$ cat src/rtl/alu_pkg.sv
// Shared definitions for the bit-serial ALU engine: control codes, slice ops, FSM states.
package alu_pkg;

  localparam int unsigned CTRL_W = 4;
  localparam int unsigned OP_W   = 2;

  localparam logic [CTRL_W-1:0] CTRL_AND = 4'b0000;
  localparam logic [CTRL_W-1:0] CTRL_OR  = 4'b0001;
  localparam logic [CTRL_W-1:0] CTRL_ADD = 4'b0010;
  localparam logic [CTRL_W-1:0] CTRL_SUB = 4'b0110;
  localparam logic [CTRL_W-1:0] CTRL_SLT = 4'b0111;
  localparam logic [CTRL_W-1:0] CTRL_NOR = 4'b1100;

  localparam logic [OP_W-1:0] OP_AND  = 2'b00;
  localparam logic [OP_W-1:0] OP_OR   = 2'b01;
  localparam logic [OP_W-1:0] OP_ADD  = 2'b10;
  localparam logic [OP_W-1:0] OP_LESS = 2'b11;

  typedef enum logic [1:0] {
    IDLE = 2'd0,
    RUN  = 2'd1,
    DONE = 2'd2
  } state_t;

  // Slice drive derived from a control code; valid=0 marks an unsupported code.
  typedef struct packed {
    logic            valid;
    logic            inv_a;
    logic            inv_b;
    logic [OP_W-1:0] op;
  } slice_cfg_t;

  // Map a control code to the slice drive triple.
  function automatic slice_cfg_t decode_ctrl(input logic [CTRL_W-1:0] ctrl);
    slice_cfg_t cfg;
    cfg = '{valid: 1'b0, inv_a: 1'b0, inv_b: 1'b0, op: OP_AND};
    case (ctrl)
      CTRL_AND: cfg = '{valid: 1'b1, inv_a: 1'b0, inv_b: 1'b0, op: OP_AND};
      CTRL_OR:  cfg = '{valid: 1'b1, inv_a: 1'b0, inv_b: 1'b0, op: OP_OR};
      CTRL_ADD: cfg = '{valid: 1'b1, inv_a: 1'b0, inv_b: 1'b0, op: OP_ADD};
      CTRL_SUB: cfg = '{valid: 1'b1, inv_a: 1'b0, inv_b: 1'b1, op: OP_ADD};
      CTRL_SLT: cfg = '{valid: 1'b1, inv_a: 1'b0, inv_b: 1'b1, op: OP_ADD};
      CTRL_NOR: cfg = '{valid: 1'b1, inv_a: 1'b1, inv_b: 1'b1, op: OP_AND};
      default:  cfg = '{valid: 1'b0, inv_a: 1'b0, inv_b: 1'b0, op: OP_AND};
    endcase
    return cfg;
  endfunction

endpackage

$ cat src/rtl/serial_alu_engine_if.sv
// Request/response bundle between a requester and the serial ALU engine.
interface serial_alu_engine_if #(
  parameter int unsigned WIDTH = 32
);
  logic             start_i;
  logic [WIDTH-1:0] src1_i;
  logic [WIDTH-1:0] src2_i;
  logic [3:0]       alu_ctrl_i;
  logic             busy_o;
  logic             done_o;
  logic [WIDTH-1:0] result_o;
  logic             zero_o;
  logic             cout_o;
  logic             overflow_o;

  modport master (
    output start_i, src1_i, src2_i, alu_ctrl_i,
    input  busy_o, done_o, result_o, zero_o, cout_o, overflow_o
  );

  modport slave (
    input  start_i, src1_i, src2_i, alu_ctrl_i,
    output busy_o, done_o, result_o, zero_o, cout_o, overflow_o
  );
endinterface

$ cat src/rtl/alu_bit_slice.sv
// Single-bit ALU slice: optional operand inversion, then AND / OR / full-add / less.
module alu_bit_slice
  import alu_pkg::*;
(
  input  logic            a,
  input  logic            b,
  input  logic            invertA,
  input  logic            invertB,
  input  logic [OP_W-1:0] operation,
  input  logic            carryIn,
  input  logic            less,
  output logic            result,
  output logic            carryOut
);

  logic a_c;
  logic b_c;

  assign a_c = a ^ invertA;
  assign b_c = b ^ invertB;

  // Carry is always produced by the adder path; only ADD consumes it downstream.
  assign carryOut = (a_c & b_c) | (a_c & carryIn) | (b_c & carryIn);

  // Result mux on the operation code.
  always_comb begin
    result = 1'b0;
    case (operation)
      OP_AND:  result = a_c & b_c;
      OP_OR:   result = a_c | b_c;
      OP_ADD:  result = a_c ^ b_c ^ carryIn;
      OP_LESS: result = less;
      default: result = 1'b0;
    endcase
  end

endmodule

$ cat src/rtl/serial_alu_engine.sv
// Bit-serial ALU: latches operands, runs one slice LSB-first for WIDTH cycles, returns result and flags.
module serial_alu_engine
  import alu_pkg::*;
#(
  parameter int unsigned WIDTH = 32
) (
  input  logic                clk_i,
  input  logic                rst_i,
  serial_alu_engine_if.slave  bus
);

  localparam int unsigned CNT_W = $clog2(WIDTH + 1);

  state_t             state_q, state_d;
  logic [WIDTH-1:0]   a_sh_q, a_sh_d;
  logic [WIDTH-1:0]   b_sh_q, b_sh_d;
  logic [WIDTH-1:0]   res_sh_q, res_sh_d;
  logic [CTRL_W-1:0]  ctrl_q, ctrl_d;
  logic               carry_q, carry_d;
  logic [CNT_W-1:0]   cnt_q, cnt_d;
  logic [WIDTH-1:0]   result_q, result_d;
  logic               zero_q, zero_d;
  logic               cout_q, cout_d;
  logic               ovf_q, ovf_d;
  logic               done_q, done_d;
  logic               busy_q, busy_d;

  slice_cfg_t         cfg_c;
  logic               slice_res_c;
  logic               slice_cout_c;
  logic               last_c;
  logic [WIDTH-1:0]   sum_full_c;
  logic               ovf_full_c;

  assign cfg_c      = decode_ctrl(ctrl_q);
  assign last_c     = (cnt_q == CNT_W'(WIDTH - 1));
  assign sum_full_c = {slice_res_c, res_sh_q[WIDTH-1:1]};
  // Carry into the MSB is the carry register before its final update.
  assign ovf_full_c = carry_q ^ slice_cout_c;

  alu_bit_slice u_slice (
    .a         (a_sh_q[0]),
    .b         (b_sh_q[0]),
    .invertA   (cfg_c.inv_a),
    .invertB   (cfg_c.inv_b),
    .operation (cfg_c.op),
    .carryIn   (carry_q),
    .less      (1'b0),
    .result    (slice_res_c),
    .carryOut  (slice_cout_c)
  );

  // State register.
  always_ff @(posedge clk_i or posedge rst_i) begin
    if (rst_i) state_q <= IDLE;
    else       state_q <= state_d;
  end

  // Next-state logic: DONE always returns to IDLE; start is only seen in IDLE.
  always_comb begin
    state_d = state_q;
    case (state_q)
      IDLE:    if (bus.start_i) state_d = RUN;
      RUN:     if (last_c)      state_d = DONE;
      DONE:    state_d = IDLE;
      default: state_d = IDLE;
    endcase
  end

  // Datapath and output next values.
  always_comb begin
    a_sh_d   = a_sh_q;
    b_sh_d   = b_sh_q;
    res_sh_d = res_sh_q;
    ctrl_d   = ctrl_q;
    carry_d  = carry_q;
    cnt_d    = cnt_q;
    result_d = result_q;
    zero_d   = zero_q;
    cout_d   = cout_q;
    ovf_d    = ovf_q;
    done_d   = 1'b0;
    busy_d   = (state_d != IDLE);
    case (state_q)
      IDLE: begin
        if (bus.start_i) begin
          a_sh_d   = bus.src1_i;
          b_sh_d   = bus.src2_i;
          res_sh_d = '0;
          ctrl_d   = bus.alu_ctrl_i;
          carry_d  = (bus.alu_ctrl_i == CTRL_SUB) || (bus.alu_ctrl_i == CTRL_SLT);
          cnt_d    = '0;
        end
      end
      RUN: begin
        a_sh_d   = a_sh_q >> 1;
        b_sh_d   = b_sh_q >> 1;
        res_sh_d = sum_full_c;
        carry_d  = slice_cout_c;
        cnt_d    = cnt_q + CNT_W'(1);
        if (last_c) begin
          done_d = 1'b1;
          cout_d = 1'b0;
          ovf_d  = 1'b0;
          if ((ctrl_q == CTRL_ADD) || (ctrl_q == CTRL_SUB)) begin
            result_d = sum_full_c;
            cout_d   = slice_cout_c;
            ovf_d    = ovf_full_c;
          end else if (ctrl_q == CTRL_SLT) begin
            result_d = {{(WIDTH-1){1'b0}}, slice_res_c ^ ovf_full_c};
          end else if (cfg_c.valid) begin
            result_d = sum_full_c;
          end else begin
            result_d = '0;
          end
          zero_d = (result_d == '0);
        end
      end
      default: ;
    endcase
  end

  // Datapath and registered outputs.
  always_ff @(posedge clk_i or posedge rst_i) begin
    if (rst_i) begin
      a_sh_q   <= '0;
      b_sh_q   <= '0;
      res_sh_q <= '0;
      ctrl_q   <= '0;
      carry_q  <= 1'b0;
      cnt_q    <= '0;
      result_q <= '0;
      zero_q   <= 1'b0;
      cout_q   <= 1'b0;
      ovf_q    <= 1'b0;
      done_q   <= 1'b0;
      busy_q   <= 1'b0;
    end else begin
      a_sh_q   <= a_sh_d;
      b_sh_q   <= b_sh_d;
      res_sh_q <= res_sh_d;
      ctrl_q   <= ctrl_d;
      carry_q  <= carry_d;
      cnt_q    <= cnt_d;
      result_q <= result_d;
      zero_q   <= zero_d;
      cout_q   <= cout_d;
      ovf_q    <= ovf_d;
      done_q   <= done_d;
      busy_q   <= busy_d;
    end
  end

  assign bus.busy_o     = busy_q;
  assign bus.done_o     = done_q;
  assign bus.result_o   = result_q;
  assign bus.zero_o     = zero_q;
  assign bus.cout_o     = cout_q;
  assign bus.overflow_o = ovf_q;

endmodule

$ cat src/flat_wrapper.sv
// flat-port wrapper written by rule: the top's interface ports become plain ports
module serial_alu_engine_flat import alu_pkg::*;
#(
  parameter int unsigned WIDTH = 32
)
  (clk_i, rst_i, bus_start_i, bus_src1_i, bus_src2_i, bus_alu_ctrl_i, bus_busy_o, bus_done_o, bus_result_o, bus_zero_o, bus_cout_o, bus_overflow_o);
  serial_alu_engine_if #(.WIDTH(WIDTH)) bus_i ();
  input  logic clk_i;
  input  logic rst_i;
  input wire logic [$bits(bus_i.start_i)-1:0] bus_start_i;
  input wire logic [$bits(bus_i.src1_i)-1:0] bus_src1_i;
  input wire logic [$bits(bus_i.src2_i)-1:0] bus_src2_i;
  input wire logic [$bits(bus_i.alu_ctrl_i)-1:0] bus_alu_ctrl_i;
  output wire logic [$bits(bus_i.busy_o)-1:0] bus_busy_o;
  output wire logic [$bits(bus_i.done_o)-1:0] bus_done_o;
  output wire logic [$bits(bus_i.result_o)-1:0] bus_result_o;
  output wire logic [$bits(bus_i.zero_o)-1:0] bus_zero_o;
  output wire logic [$bits(bus_i.cout_o)-1:0] bus_cout_o;
  output wire logic [$bits(bus_i.overflow_o)-1:0] bus_overflow_o;
  assign bus_i.start_i = bus_start_i;
  assign bus_i.src1_i = bus_src1_i;
  assign bus_i.src2_i = bus_src2_i;
  assign bus_i.alu_ctrl_i = bus_alu_ctrl_i;
  assign bus_busy_o = bus_i.busy_o;
  assign bus_done_o = bus_i.done_o;
  assign bus_result_o = bus_i.result_o;
  assign bus_zero_o = bus_i.zero_o;
  assign bus_cout_o = bus_i.cout_o;
  assign bus_overflow_o = bus_i.overflow_o;
  serial_alu_engine #(.WIDTH(WIDTH)) u_core (.clk_i(clk_i), .rst_i(rst_i), .bus(bus_i));
endmodule
$ cat config.mk
export PLATFORM = sky130hd
export DESIGN_NAME = serial_alu_engine_flat
export DESIGN_NICKNAME = d
export VERILOG_FILES = /design/src/rtl/alu_pkg.sv /design/src/rtl/serial_alu_engine_if.sv /design/src/rtl/alu_bit_slice.sv /design/src/rtl/serial_alu_engine.sv /design/src/flat_wrapper.sv
export SDC_FILE = /design/constraint.sdc
export NUM_CORES = 1
export LEC_CHECK = 0
export BUFFER_PORTS_ARGS = -buffer_cell sky130_fd_sc_hd__buf_2
export CELL_PAD_IN_SITES_DETAIL_PLACEMENT = 2
export CELL_PAD_IN_SITES_GLOBAL_PLACEMENT = 2
export CORE_UTILIZATION = 33
export DETAILED_ROUTE_END_ITERATION = 12
export PLACE_DENSITY_LB_ADDON = 0.1
export REMOVE_ABC_BUFFERS = 1
export SKIP_LAST_GASP = 1
export SLEW_MARGIN = 25
export SYNTH_ARGS = -nofsm -noshare
export SYNTH_HDL_FRONTEND = slang
export SYNTH_HIERARCHICAL = 1
export SYNTH_SLANG_ARGS = --single-unit
$ cat constraint.sdc
create_clock -name clk_i -period 4.65 [get_ports clk_i]
set_input_delay 0.6975 -clock clk_i [delete_from_list [all_inputs] [get_ports clk_i]]
set_output_delay 0.6975 -clock clk_i [all_outputs]
set_load 0.05 [all_outputs]
Yosys cells after proc, flatten, opt, wreduce, memory -nomap -nowiden:

Index checks and enable logic that the tools add are counted.
Widths: inputs -> output; s select.

* bitwise operators: 12
* add/sub/neg operators: 1
* mux-type cells: 24
* equal/unequal tests: 13
* reduce and logical (&&, ||, !) cells: 12

Operator list (count)
* $mux 32: 8
* $pmux 32 s2: 3
* $logic_not 32->1: 1
* $pmux 5 s5: 1
* $eq 4x3->1 const B: 4
* $pmux 6 s2: 1
* $add 6x1->6 const B: 1
* $eq 6x5->1 const B: 1
* $mux 6: 1
* $reduce_and 2->1: 3
* $xor 1x1->1: 6
* $mux 1: 5
* $eq 2x1->1 const B: 2
* $eq 2x2->1 const B: 2
* $eq 4x1->1 const B: 1
* $eq 4x2->1 const B: 1
* $eq 4x4->1 const B: 1
* $logic_not 2->1: 2
* $logic_not 4->1: 1
* $mux 2: 2
* $pmux 1 s4: 1
* $pmux 2 s2: 1
* $reduce_bool 2->1: 2
* $and 1x1->1: 3
* 5 further kinds: 8

* input bits: 71
* logic and storage cells: 75
* output and inout bits: 37
* bits in registers: 146

Depth between registers and ports, before layout:

Gate-level depths: netlist of run 1.

* depth in word-level cells: 14
* depth in mapped cells: 11
* mapped depth without buffers: 11

By module:

Netlist of run 1, hierarchy kept.

Modules (own cells, without submodules)
* serial_alu_engine: sequential area each 3628.5 sq um, cells each 520, times used 1, area each 5955.7 sq um
* alu_bit_slice: sequential area each 0.0 sq um, cells each 9, times used 1, area each 96.3 sq um

Least setup slack after synthesis of run 1:

OpenSTA, ideal clock, no wires.

* kind: register to register
* from: register u_core.ctrl_q[0]
* to: register u_core.zero_q, in the netlist u_core/bus.zero_o
* period minus slack after synthesis: 3.077 ns
* cell stages (with the launch flop): 10
* path slack: 1.573 ns
* buffers on the path: 0
* data arrival time: 2.990 ns
* setup time: 0.087 ns
* required time: 4.563 ns
* path through: dfrtp_1 -> or3b_2 -> a21oi_1 -> xor2_1 -> fa_1 -> mux4_2 -> nor4_1 -> nand4_1 -> or2_2 -> a211oi_2

RTL lines
* start: declaration: line serial_alu_engine.sv:18 `logic [CTRL_W-1:0] ctrl_q, ctrl_d;`
* start signal: assignment: line serial_alu_engine.sv:142 `ctrl_q <= ctrl_d;`
* end signal: assignment: line serial_alu_engine.sv:146 `zero_q <= zero_d;`
* end: declaration: line serial_alu_engine.sv:22 `logic zero_q, zero_d;`

==> results by group, run 1 <==
Yosys
  • Post-synth EDFFs: 0
  • Commonest cells in the netlist: 145 x dfrtp_1, 68 x nand2_1, 68 x o21ai_0, 65 x a22o_1, 65 x a22oi_1
  • Ys Warns: 6
  • Post-synthesis average cell area: between 10 and 15 um^2
  • Most frequent cell after synthesis: dfrtp_1
  • Top-area cell type share of the netlist area: 0.600
  • Asr flop ratio synth: 1.00
  • Compound-Gate Fraction of Synth Area: 0.247
  • Xor/xnor share of the synthesized area: 0.00868
  • Distinct cells, synth: 40
  • Largest family of logic cells by synthesized area: compound AO/OA/AOI/OAI gates
  • Post-synthesis sequential area ratio: 0.600
  • Post-Synth Adder-Cell Area: 0.00951
  • Cell Area, Synth: 6050 um^2
  • Cell taking the most area after synthesis: dfrtp_1
  • Top post-synthesis cells by area: dfrtp_1 60%, a22o_1 9.4%, a22oi_1 8.1%
  • Main synth FF type: dfrtp_1
  • Register bit count reported by yosys: between 100 and 150
  • Post-synthesis simple-gate area fraction: 0.0821
  • Synth Instances: 529
  • Mux contribution to synthesized area: 0.0110

Power
  • Clock share of power: 0.299
  • Sw Share: 0.349
  • Worst VDD drop: ~0.28 mV
  • Int Pwr: between 3 and 4 mW
  • PD cells: 653 nW/um^2
  • P_sw: 1.67 mW
  • P_leak: ~3.4 nW
  • Comb pwr share: 0.279
  • Sequential share of power: 0.422

STA
  • Final Slew Violations: 0
  • Crit path time final: 3410 ps
  • Final period util: 0.733
  • Fin. Hold Viols: 0
  • Setup TNS: 0 ps
  • Max Clk Rate: approximately 290 MHz
  • RSZ-0062 raised after global routing: false
  • Final setup violation count: 0
  • Worst Hold Slack: approximately 430 ps
  • Clk_skew: about 9.7 ps
  • Max-Slew Margin vs Limit: 0.322
  • Setup WS post-layout: around 1200 ps
  • Worst slew pin tran: a little over 1000 ps

Clock tree
  • Root buf cell: clkbuf_16
  • Skew-Pair Late Insertion Delay: 420 ps
  • CTS clk-pin slew, worst paths: approximately 60 ps
  • TritonCTS Sinks: between 100 and 150
  • Hold buffer count at cts: 0
  • Post-CTS Setup Inserts: 0
  • CTS tree: yes
  • Clock tree buffer depth: 2
  • Post-CTS sizing: 0
  • CTS buffer count: 17
  • CTS H-tree depth: 4

Floorplan
  • Die W: 137 um
  • Io pins: 108
  • Initial Util: 0.337
  • Row count: about 50
  • Die area: 18,900 um^2
  • Chip height: between 100 and 150 um
  • Core area: around 18,000 um^2

Route
  • Final wirelength: ~16 mm
  • DRC violations left: 0
  • ANT nets after route: 0
  • Vias: roughly 4,600
  • Routed WL per cell: roughly 19 um
  • DR iter-0 viols: between 200 and 250
  • Total iterations of the first detailed-routing run: 4
  • DR vias/cell: 5.31

Finish
  • Filler Cell Count: approximately 1,900
  • Proportion of layout cells with a drive suffix above 1: 0.261
  • N_diodes: 0
  • Final core occ: 0.409
  • Area Overhead vs Synth: 21.4%
  • FF/Latch Area: ~3600 um^2
  • Final nets: ~690
  • Multi-input logic area: about 2200 um^2

Worst setup path
  • Worst setup path class: reg -> reg
  • Crit end category: flop
  • CP cell instances: or3b_2, a21oi_1, xor2_1, fa_1, mux4_2, nor4_1, nand4_1, or2_2, a211oi_2
  • CP max-delay cell: mux4_2
  • R2R cell count: 9
  • Max incr delay on CP: between 500 and 600 ps
  • Critical Path Source: u_core/ctrl_q[0]
  • Crit start category: flop
  • Req. time, crit path: about 5000 ps
  • CP arrival: about 3700 ps
  • R2r startpoint: u_core/ctrl_q[0]
  • Crit Path Max Fanout: 7

Place
  • DP Worst Slack: between 1000 and 1500 ps
  • RD Place Congestion: around 0.75
  • I/O Buffers: 107
  • Post-DP HPWL: slightly above 10 mm

Flow run
  • Max_cap viols: 0

Hold path
  • Hold crit path type: in -> async

Global route
  • Largest net degree at the start of global routing: 91
  • Initial antenna violation count: 2
  • Global Route Usage Sum: 0.186
  • First-pass GRT wire length: roughly 27 mm
  • GRT overflow: 0
  • Vias in the first global route: between 5,000 and 6,000

Outcome
  • Status: finished clean
## worst max-delay path, delay by kind of cell, from the launching register on
family,cells,cell delay [ps]
xor gates and xnor gates,1,310
adders and majority gates,1,470
DFF,1,430
AOI/OAI and AO/OA,2,440
muxes,1,520
and+or+nand+nor,4,1140
## path summary, 6_finish.rpt
kind,endpoint,slack [ps]
setup / recovery,u_core/bus.zero_o,1240
hold / removal,u_core/a_sh_q[31],430
setup reg to reg,u_core/bus.zero_o,1240
hold reg to reg,u_core/bus.overflow_o,480
max in group asynchronous,u_core/b_sh_q[30],3260
min in group clk_i,u_core/bus.overflow_o,480
## registers in the layout, indices dropped and copies added, names as in the netlist
register,cells
u_core/bus.busy_o,1
u_core/b_sh_q,32
u_core/bus.overflow_o,1
u_core/res_sh_q,31
u_core/ctrl_q,4
u_core/cnt_q,6
u_core/a_sh_q,32
u_core/bus.cout_o,1
u_core/state_q,2
u_core/carry_q,1
u_core/bus.done_o,1
u_core/bus.result_o,32
u_core/bus.zero_o,1
## cell type report
| type | instances | share of cell area |
|---|---|---|
| repair buffers | 114 | 0.0800 |
| clock buffers | 19 | 0.0616 |
| clock inverters | 11 | 0.0221 |
| multi-input cells | 330 | 0.297 |
| well taps | 229 | 0.0390 |
| inverters | 10 | 0.00579 |
| flip-flops and latches | 145 | 0.494 |
## cell families (layout without fill, tap and decap cells)
group,after synthesis,after routing
DFF,145,145
muxes,5,5
and+or+nand+nor,106,106
buffers and inverters,54,154
adders and majority gates,4,4
xor gates and xnor gates,6,6
AOI/OAI and AO/OA,208,208
other,1,1
## through the flow
stage / total power, mW / area [um^2] / std cells
2_1_floorplan: 2.95 / 5840 / 485
3_3_place_gp: 3.32 / 6730 / 828
3_5_place_dp: 3.40 / 6730 / 828
4_1_cts: 4.88 / 7350 / 858
5_1_grt: 5.12 / 7350 / 858
6_report: 4.80 / 7350 / 858
## cell usage in the layout, fill, tap and decap left out, types with 2 or more instances in the layout
cell type / count
nor3_1: 2
clkbuf_8: 2
ha_1: 3
a22oi_1: 65
bufinv_16: 4
a22o_1: 65
clkbuf_16: 17
nand2_1: 68
xnor2_1: 2
dfrtp_2: 2
a21oi_1: 3
nor3_2: 2
o21ai_0: 68
inv_1: 9
buf_4: 7
mux2_2: 3
xor2_1: 4
clkinvlp_4: 3
clkinv_2: 4
nand3_1: 4
nor2_1: 6
dfrtp_1: 143
buf_2: 107
nand4_1: 2
nand2b_1: 3
nor2b_1: 2
nor4_1: 8
o31ai_2: 2
## power groups by stage
stage | Sequential (mW) | Clock [mW] | Combinational (mW)
5_1_grt | 2.09 | 1.53 | 1.50
4_1_cts | 2.03 | 1.48 | 1.37
2_1_floorplan | 2.19 | 0 | 0.762
6_report | 2.02 | 1.44 | 1.34
3_3_place_gp | 2.02 | 0 | 1.30
3_5_place_dp | 2.05 | 0 | 1.36
## metal layers
layer	track usage	wire, um	vias to the layer above
li1	-	-	2128
met1	0.219	6980	2336
met2	0.326	8380	76
met3	0.0559	750	11
met4	0.0495	111	2
met5	0	13	-
(Power assumes the default switching activity.)
==> run 2, diff against run 1 <==
--- a/config.mk
+++ b/config.mk
@@ -5,10 +5,11 @@
 export SDC_FILE = /design/constraint.sdc
 export NUM_CORES = 1
 export LEC_CHECK = 0
+export ABC_AREA = 1
 export BUFFER_PORTS_ARGS = -buffer_cell sky130_fd_sc_hd__buf_2
 export CELL_PAD_IN_SITES_DETAIL_PLACEMENT = 2
 export CELL_PAD_IN_SITES_GLOBAL_PLACEMENT = 2
-export CORE_UTILIZATION = 33
+export CORE_UTILIZATION = 35
 export DETAILED_ROUTE_END_ITERATION = 12
 export PLACE_DENSITY_LB_ADDON = 0.1
 export REMOVE_ABC_BUFFERS = 1
==> constraint.sdc (replaced) <==
create_clock -name clk_i -period 3.55 [get_ports clk_i]
set_input_delay 0.5325 -clock clk_i [delete_from_list [all_inputs] [get_ports clk_i]]
set_output_delay 0.5325 -clock clk_i [all_outputs]
set_load 0.05 [all_outputs]
==> results by group, run 2 <==
Outcome
  • Status: finished clean

Yosys
  • Cell Area, Synth: between 6000 and 7000 um^2
  • Most frequent cell after synthesis: nand2_1
  • Synth Instances: ~650
  • Ys Warns: 6
  • Post-synthesis average cell area: between 9 and 10 um^2
  • Post-synthesis sequential area ratio: 0.576
  • Asr flop ratio synth: 1.00
  • Register bit count reported by yosys: between 100 and 150
  • Distinct cells, synth: 36
  • Top post-synthesis cells by area: dfrtp_1 58%, nand2_1 11%, a22oi_1 4.9%
  • Cell taking the most area after synthesis: dfrtp_1
  • Commonest cells in the netlist: 182 x nand2_1, 145 x dfrtp_1, 63 x inv_1, 41 x a22oi_1, 36 x o22ai_1
  • Post-synth EDFFs: 0
  • Main synth FF type: dfrtp_1
  • Top-area cell type share of the netlist area: 0.576

Worst setup path
  • Max incr delay on CP: around 440 ps
  • Worst setup path class: reg -> reg
  • Crit end category: flop
  • CP max-delay cell: fa_1
  • WP buf/inv: 4
  • Crit start category: flop
  • CP arrival: 2940 ps
  • Critical Path Most Common Cell: nand2_1
  • Req. time, crit path: approximately 3900 ps
  • Cell family with most CP delay: simple AND/OR/NAND/NOR gates
  • Crit Path Max Fanout: 5
  • CP cell instances: inv_2, nand2_2, o21ai_0, xnor2_1, inv_1, fa_1, inv_1, nand2_1, nand3_1, nand2_1, inv_1, a21oi_1, nor2_1, nand2_1, nor2_1, nand3_1, nand2_1

Finish
  • Final core occ: 0.433
  • Most common library cell in the layout ignoring fill and taps: nand2_1
  • Final nets: between 800 and 900
  • Commonest non-fill, non-tap cells in the layout: 181 x nand2_1, 145 x dfrtp_1, 107 x buf_2
  • Area Overhead vs Synth: 19.7%
  • Proportion of layout cells with a drive suffix above 1: 0.236

Route
  • DR vias/cell: roughly 5
  • Final wirelength: around 17 mm
  • DRC violations left: 0
  • DR iter-0 viols: roughly 210
  • Vias: 4,994
  • Routed WL per cell: 17.0 um
  • Total iterations of the first detailed-routing run: 4
  • ANT nets after route: 0

Floorplan
  • Core area: about 17,000 um^2
  • Die W: 136 um
  • Die area: around 19,000 um^2
  • Row count: 48
  • Initial Util: 0.362
  • Chip height: roughly 140 um
  • Io pins: between 100 and 150

Clock tree
  • Hold buffer count at cts: 0
  • Root buf cell: clkbuf_16
  • Clock tree buffer depth: 2
  • CTS tree: yes
  • TritonCTS Sinks: about 150
  • CTS buffer count: 17
  • Post-CTS Setup Inserts: 0
  • CTS H-tree depth: 4
  • Post-CTS sizing: 0
  • CTS clk-pin slew, worst paths: around 60 ps
  • Skew-Pair Late Insertion Delay: 420 ps

STA
  • Fin. Hold Viols: 0
  • Final period util: 0.727
  • Final setup violation count: 0
  • RSZ-0062 raised after global routing: false
  • Max Clk Rate: 388 MHz
  • Crit path time final: 2580 ps
  • Worst Hold Slack: roughly 230 ps
  • Setup TNS: 0 ps
  • Clk_skew: around 9.0 ps
  • Max-Slew Margin vs Limit: 0.408
  • Final Slew Violations: 0
  • Worst slew pin tran: approximately 900 ps

Place
  • I/O Buffers: around 110
  • RD Place Congestion: between 0.7 and 0.8
  • Post-DP HPWL: approximately 11 mm

Global route
  • Global Route Usage Sum: 0.196
  • Largest net degree at the start of global routing: 82
  • Initial antenna violation count: 1
  • Vias in the first global route: between 5,000 and 6,000
  • GRT overflow: 0
  • First-pass GRT wire length: around 28 mm

Flow run
  • Max_cap viols: 0

Power
  • Worst VDD drop: 0.417 mV
  • PD cells: between 900 and 1000 nW/um^2
  • Post-route total power: about 7 mW
  • P_leak: 3.70 nW

Hold path
  • Hold crit path type: in -> async
## run 2: cell types whose count changed in the layout (fill, tap and decap cells not counted), moves of 11 or more
cell	before	now
a21oi_1	3	16
a22o_1	65	1
a22oi_1	65	41
inv_1	9	61
nand2_1	68	181
nand3_1	4	15
nor2_1	6	22
o211ai_1	0	11
o21ai_0	68	15
o22ai_1	0	36
o31ai_1	0	11
o31ai_2	2	20
## run 2: worst register-to-register path, cell delays in order (launching register included)
cell and delay [ps]:
dfrtp_1 430, inv_2 100, nand2_2 80, o21ai_0 220, xnor2_1 180, inv_1 110, fa_1 440, inv_1 70
nand2_1 50, nand3_1 60, nand2_1 80, inv_1 120, a21oi_1 80, nor2_1 150, nand2_1 80, nor2_1 120
nand3_1 90, nand2_1 60
## run 2: stage by stage
step | instances | setup slack [ps] | area (um^2)
after floorplan | 610 | -877 | 6070
after global placement | 951 | 1170 | 6980
after detailed placement | 951 | 1030 | 6980
after CTS | 982 | 964 | 7540
after global routing | 982 | 675 | 7540
final | 983 | 971 | 7540
## run 2: final timing paths
| check | cells past startpoint | slack [ps] | endpoint | startpoint |
|---|---|---|---|---|
| max | 17 | 970 | u_core/bus.zero_o | u_core/ctrl_q[1] |
| min | 2 | 230 | u_core/b_sh_q[10] | rst_i |
| max reg2reg | 17 | 970 | u_core/bus.zero_o | u_core/ctrl_q[1] |
| min reg2reg | 2 | 480 | u_core/bus.result_o[9] | u_core/bus.result_o[9] |
| max in group asynchronous | 3 | 2470 | u_core/bus.result_o[29] | rst_i |
| min in group clk_i | 3 | 310 | u_core/b_sh_q[20] | bus_src2_i[20] |
## run 2: kinds of logic (layout without fill, tap and decap cells)
| kind of cell | count (synthesis) | after routing | share of synthesized area |
|---|---|---|---|
| simple gates | 232 | 232 | 0.150 |
| flops | 145 | 145 | 0.576 |
| buf+inv | 108 | 216 | 0.0776 |
| other cells | 1 | 2 | 0.000595 |
| fa+ha+maj | 4 | 4 | 0.00913 |
| compound gates | 154 | 154 | 0.180 |
| xor+xnor | 5 | 5 | 0.00695 |
## run 2: report_power, final
part           total (mW)  switching (mW)  leakage, nW  internal, mW
Clock                1.76           0.663        0.276          1.10
Combinational        2.63            1.82         1.55         0.809
Sequential           2.62           0.338         1.88          2.28
## run 2: cell type report
cell class	count	area [um^2]
Clock inverter	7	110
Fill cell	1912	9870
Timing Repair Buffer	116	616
Inverter	69	264
Antenna cell	1	2.50
Sequential cell	145	3630
Tap cell	225	282
Clock buffer	24	452
Multi-Input combinational cell	396	2190
## run 2: metal layers
layer | routed length [um] | vias up | part of all wire | track usage
met2 | 8830 | 89 | 0.53 | 0.353
met3 | 516 | 16 | 0.031 | 0.0403
met1 | 7070 | 2528 | 0.42 | 0.229
li1 | - | 2361 | - | -
met5 | 0 | - | 0 | 0
met4 | 263 | 0 | 0.016 | 0.0704
==> run 3, diff against run 2 <==
--- a/config.mk
+++ b/config.mk
@@ -5,11 +5,11 @@
 export SDC_FILE = /design/constraint.sdc
 export NUM_CORES = 1
 export LEC_CHECK = 0
-export ABC_AREA = 1
+export ABC_AREA = 0
 export BUFFER_PORTS_ARGS = -buffer_cell sky130_fd_sc_hd__buf_2
 export CELL_PAD_IN_SITES_DETAIL_PLACEMENT = 2
 export CELL_PAD_IN_SITES_GLOBAL_PLACEMENT = 2
-export CORE_UTILIZATION = 35
+export CORE_UTILIZATION = 36
 export DETAILED_ROUTE_END_ITERATION = 12
 export PLACE_DENSITY_LB_ADDON = 0.1
 export REMOVE_ABC_BUFFERS = 1
==> constraint.sdc (replaced) <==
create_clock -name clk_i -period 2.6 [get_ports clk_i]
set_input_delay 0.39 -clock clk_i [delete_from_list [all_inputs] [get_ports clk_i]]
set_output_delay 0.39 -clock clk_i [all_outputs]
set_load 0.05 [all_outputs]
==> results by group, run 3 (same netlist as run 1, synthesis figures left out) <==
Outcome
  • Status: finished with violations
  • Failing checks: negative setup slack

Worst setup path
  • CP max-delay cell: mux4_2
  • Worst R2R Setup Slack: -350 ps
  • R2r startpoint: u_core/ctrl_q[1]
  • CP cell instances: or3b_4, a21oi_4, xor2_2, fa_1, mux4_2, nor4_2, nand4_1, or2_4, a211oi_2
  • WP buf/inv: 0
  • Req. time, crit path: 2930 ps
  • Crit start category: flop
  • FF-to-FF End: u_core/bus.zero_o
  • CP arrival: roughly 3300 ps
  • R2R cell count: 9
  • Max incr delay on CP: roughly 510 ps
  • Crit Path Max Fanout: 2
  • Cell family with most CP delay: simple AND/OR/NAND/NOR gates
  • Critical Path Sink: u_core/bus.zero_o
  • Crit end category: flop
  • Critical path depth in cells: 9
  • Critical Path Source: u_core/ctrl_q[1]
  • Worst setup path class: reg -> reg

Power
  • P_leak: between 3 and 4 nW
  • Worst VDD drop: 0.557 mV
  • Post-route total power: between 9 and 10 mW
  • PD cells: 1210 nW/um^2

Finish
  • Commonest non-fill, non-tap cells in the layout: 143 x dfrtp_1, 107 x buf_2, 68 x nand2_1, 68 x o21ai_0
  • Non-filler instance count after layout: 882
  • Most common library cell in the layout ignoring fill and taps: dfrtp_1
  • Area Overhead vs Synth: 27.9%
  • Filler Cell Count: ~1,700
  • Final core occ: 0.468
  • Proportion of layout cells with a drive suffix above 1: 0.302
  • Post-route cell area: roughly 7700 um^2
  • Final nets: approximately 720

Clock tree
  • CTS tree: yes
  • Skew-Pair Late Insertion Delay: around 420 ps
  • CTS buffer count: 17
  • Root buf cell: clkbuf_16
  • CTS clk-pin slew, worst paths: roughly 60 ps
  • Clock tree buffer depth: 2
  • TritonCTS Sinks: around 150
  • CTS H-tree depth: 4

Floorplan
  • Core area: approximately 17,000 um^2
  • Row count: 47
  • Chip height: between 100 and 150 um
  • Die W: between 100 and 150 um
  • Initial Util: 0.366
  • Io pins: between 100 and 150
  • Die area: 17,300 um^2

Route
  • Vias: between 4,000 and 5,000
  • Routed WL per cell: between 15 and 20 um
  • Final wirelength: between 15 and 20 mm
  • Total iterations of the first detailed-routing run: 4
  • DR iter-0 viols: about 220
  • DRC violations left: 0
  • DR vias/cell: roughly 5.5
  • ANT nets after route: 0

STA
  • Worst slew pin tran: between 600 and 700 ps
  • Setup WS post-layout: -352 ps
  • Crit path time final: slightly below 3000 ps
  • Clk_skew: 8.07 ps
  • Max-Slew Margin vs Limit: 0.584
  • Fin. Hold Viols: 0
  • RSZ-0062 raised after global routing: true
  • Max Clk Rate: roughly 340 MHz
  • Final Slew Violations: 0
  • Final period util: 1.14
  • Final setup violation count: 4

Place
  • Cell count after placement: 839
  • I/O Buffers: 107
  • Post-DP HPWL: 11.2 mm
  • RD Place Congestion: between 0.7 and 0.8
  • Placement Cell Area: between 6000 and 7000 um^2

Global route
  • Global Route Usage Sum: 0.217
  • Vias in the first global route: between 5,000 and 6,000
  • First-pass GRT wire length: slightly below 30 mm
  • Largest net degree at the start of global routing: 66
  • GRT overflow: 0
  • Initial antenna violation count: 2

Hold path
  • Hold crit path type: in -> async

Flow run
  • Max_cap viols: 0
## run 3: changes by cell type in the layout (fill, tap and decap cells not counted), sizes merged, moves of 4 or more
cell	change
a21oi	-13
a22o	+64
a22oi	+24
buf	+27
inv	-58
nand2	-119
nand2b	+4
nand3	-13
nor2	-17
nor4	+7
o211ai	-11
o21ai	+52
o22ai	-36
o31ai	-29
## run 3: metal layers
metal  wire length, um  global-route usage
met1              7060               0.248
met2              9360               0.386
met3               807              0.0586
met4               372              0.0814
met5                 0                   0
## run 3: worst min-delay path by stage
stage,slack [ps],from,to
after floorplan,450,u_core/a_sh_q[10],u_core/a_sh_q[10]
after global placement,460,u_core/a_sh_q[30],u_core/a_sh_q[30]
after detailed placement,470,u_core/a_sh_q[14],u_core/a_sh_q[14]
after CTS,70,rst_i,u_core/a_sh_q[23]
after global routing,90,rst_i,u_core/a_sh_q[23]
final,50,rst_i,u_core/a_sh_q[24]
## run 3: through the flow
stage	worst slack [ps]	hold WS (ps)	setup TNS (ps)
floorplan	-1680	450	-328290
global placement	-472	462	-870
detailed placement	-598	474	-1280
CTS	-347	72.5	-685
global route	-451	87.3	-1470
finish	-352	53.8	-1080
## run 3: power breakdown
part	internal [mW]	switching, mW	leakage (nW)
Combinational	1.31	1.69	1.33
Sequential	2.99	0.636	1.94
Clock	1.85	0.923	0.326
Total	6.15	3.25	3.60
## run 3: layout make-up
cell class,count,area (um^2),area share
Clock buffer,23,468,0.0605
Multi-Input combinational cell,330,2260,0.292
Antenna cell,2,5.00,0.000647
Tap cell,220,275,0.0356
Inverter,10,42.5,0.00550
Sequential cell,145,3630,0.469
Timing Repair Buffer,143,858,0.111
Clock inverter,9,203,0.0262
## run 3: what timing repair did
item / 4_1_cts / 5_1_grt
endpoints found under the setup margin: 4 / 4
hold buffers: 0 / 0
buffers inserted: 8 / 2
pin swaps: 10 / 2
gates resized for setup: 13 / 4
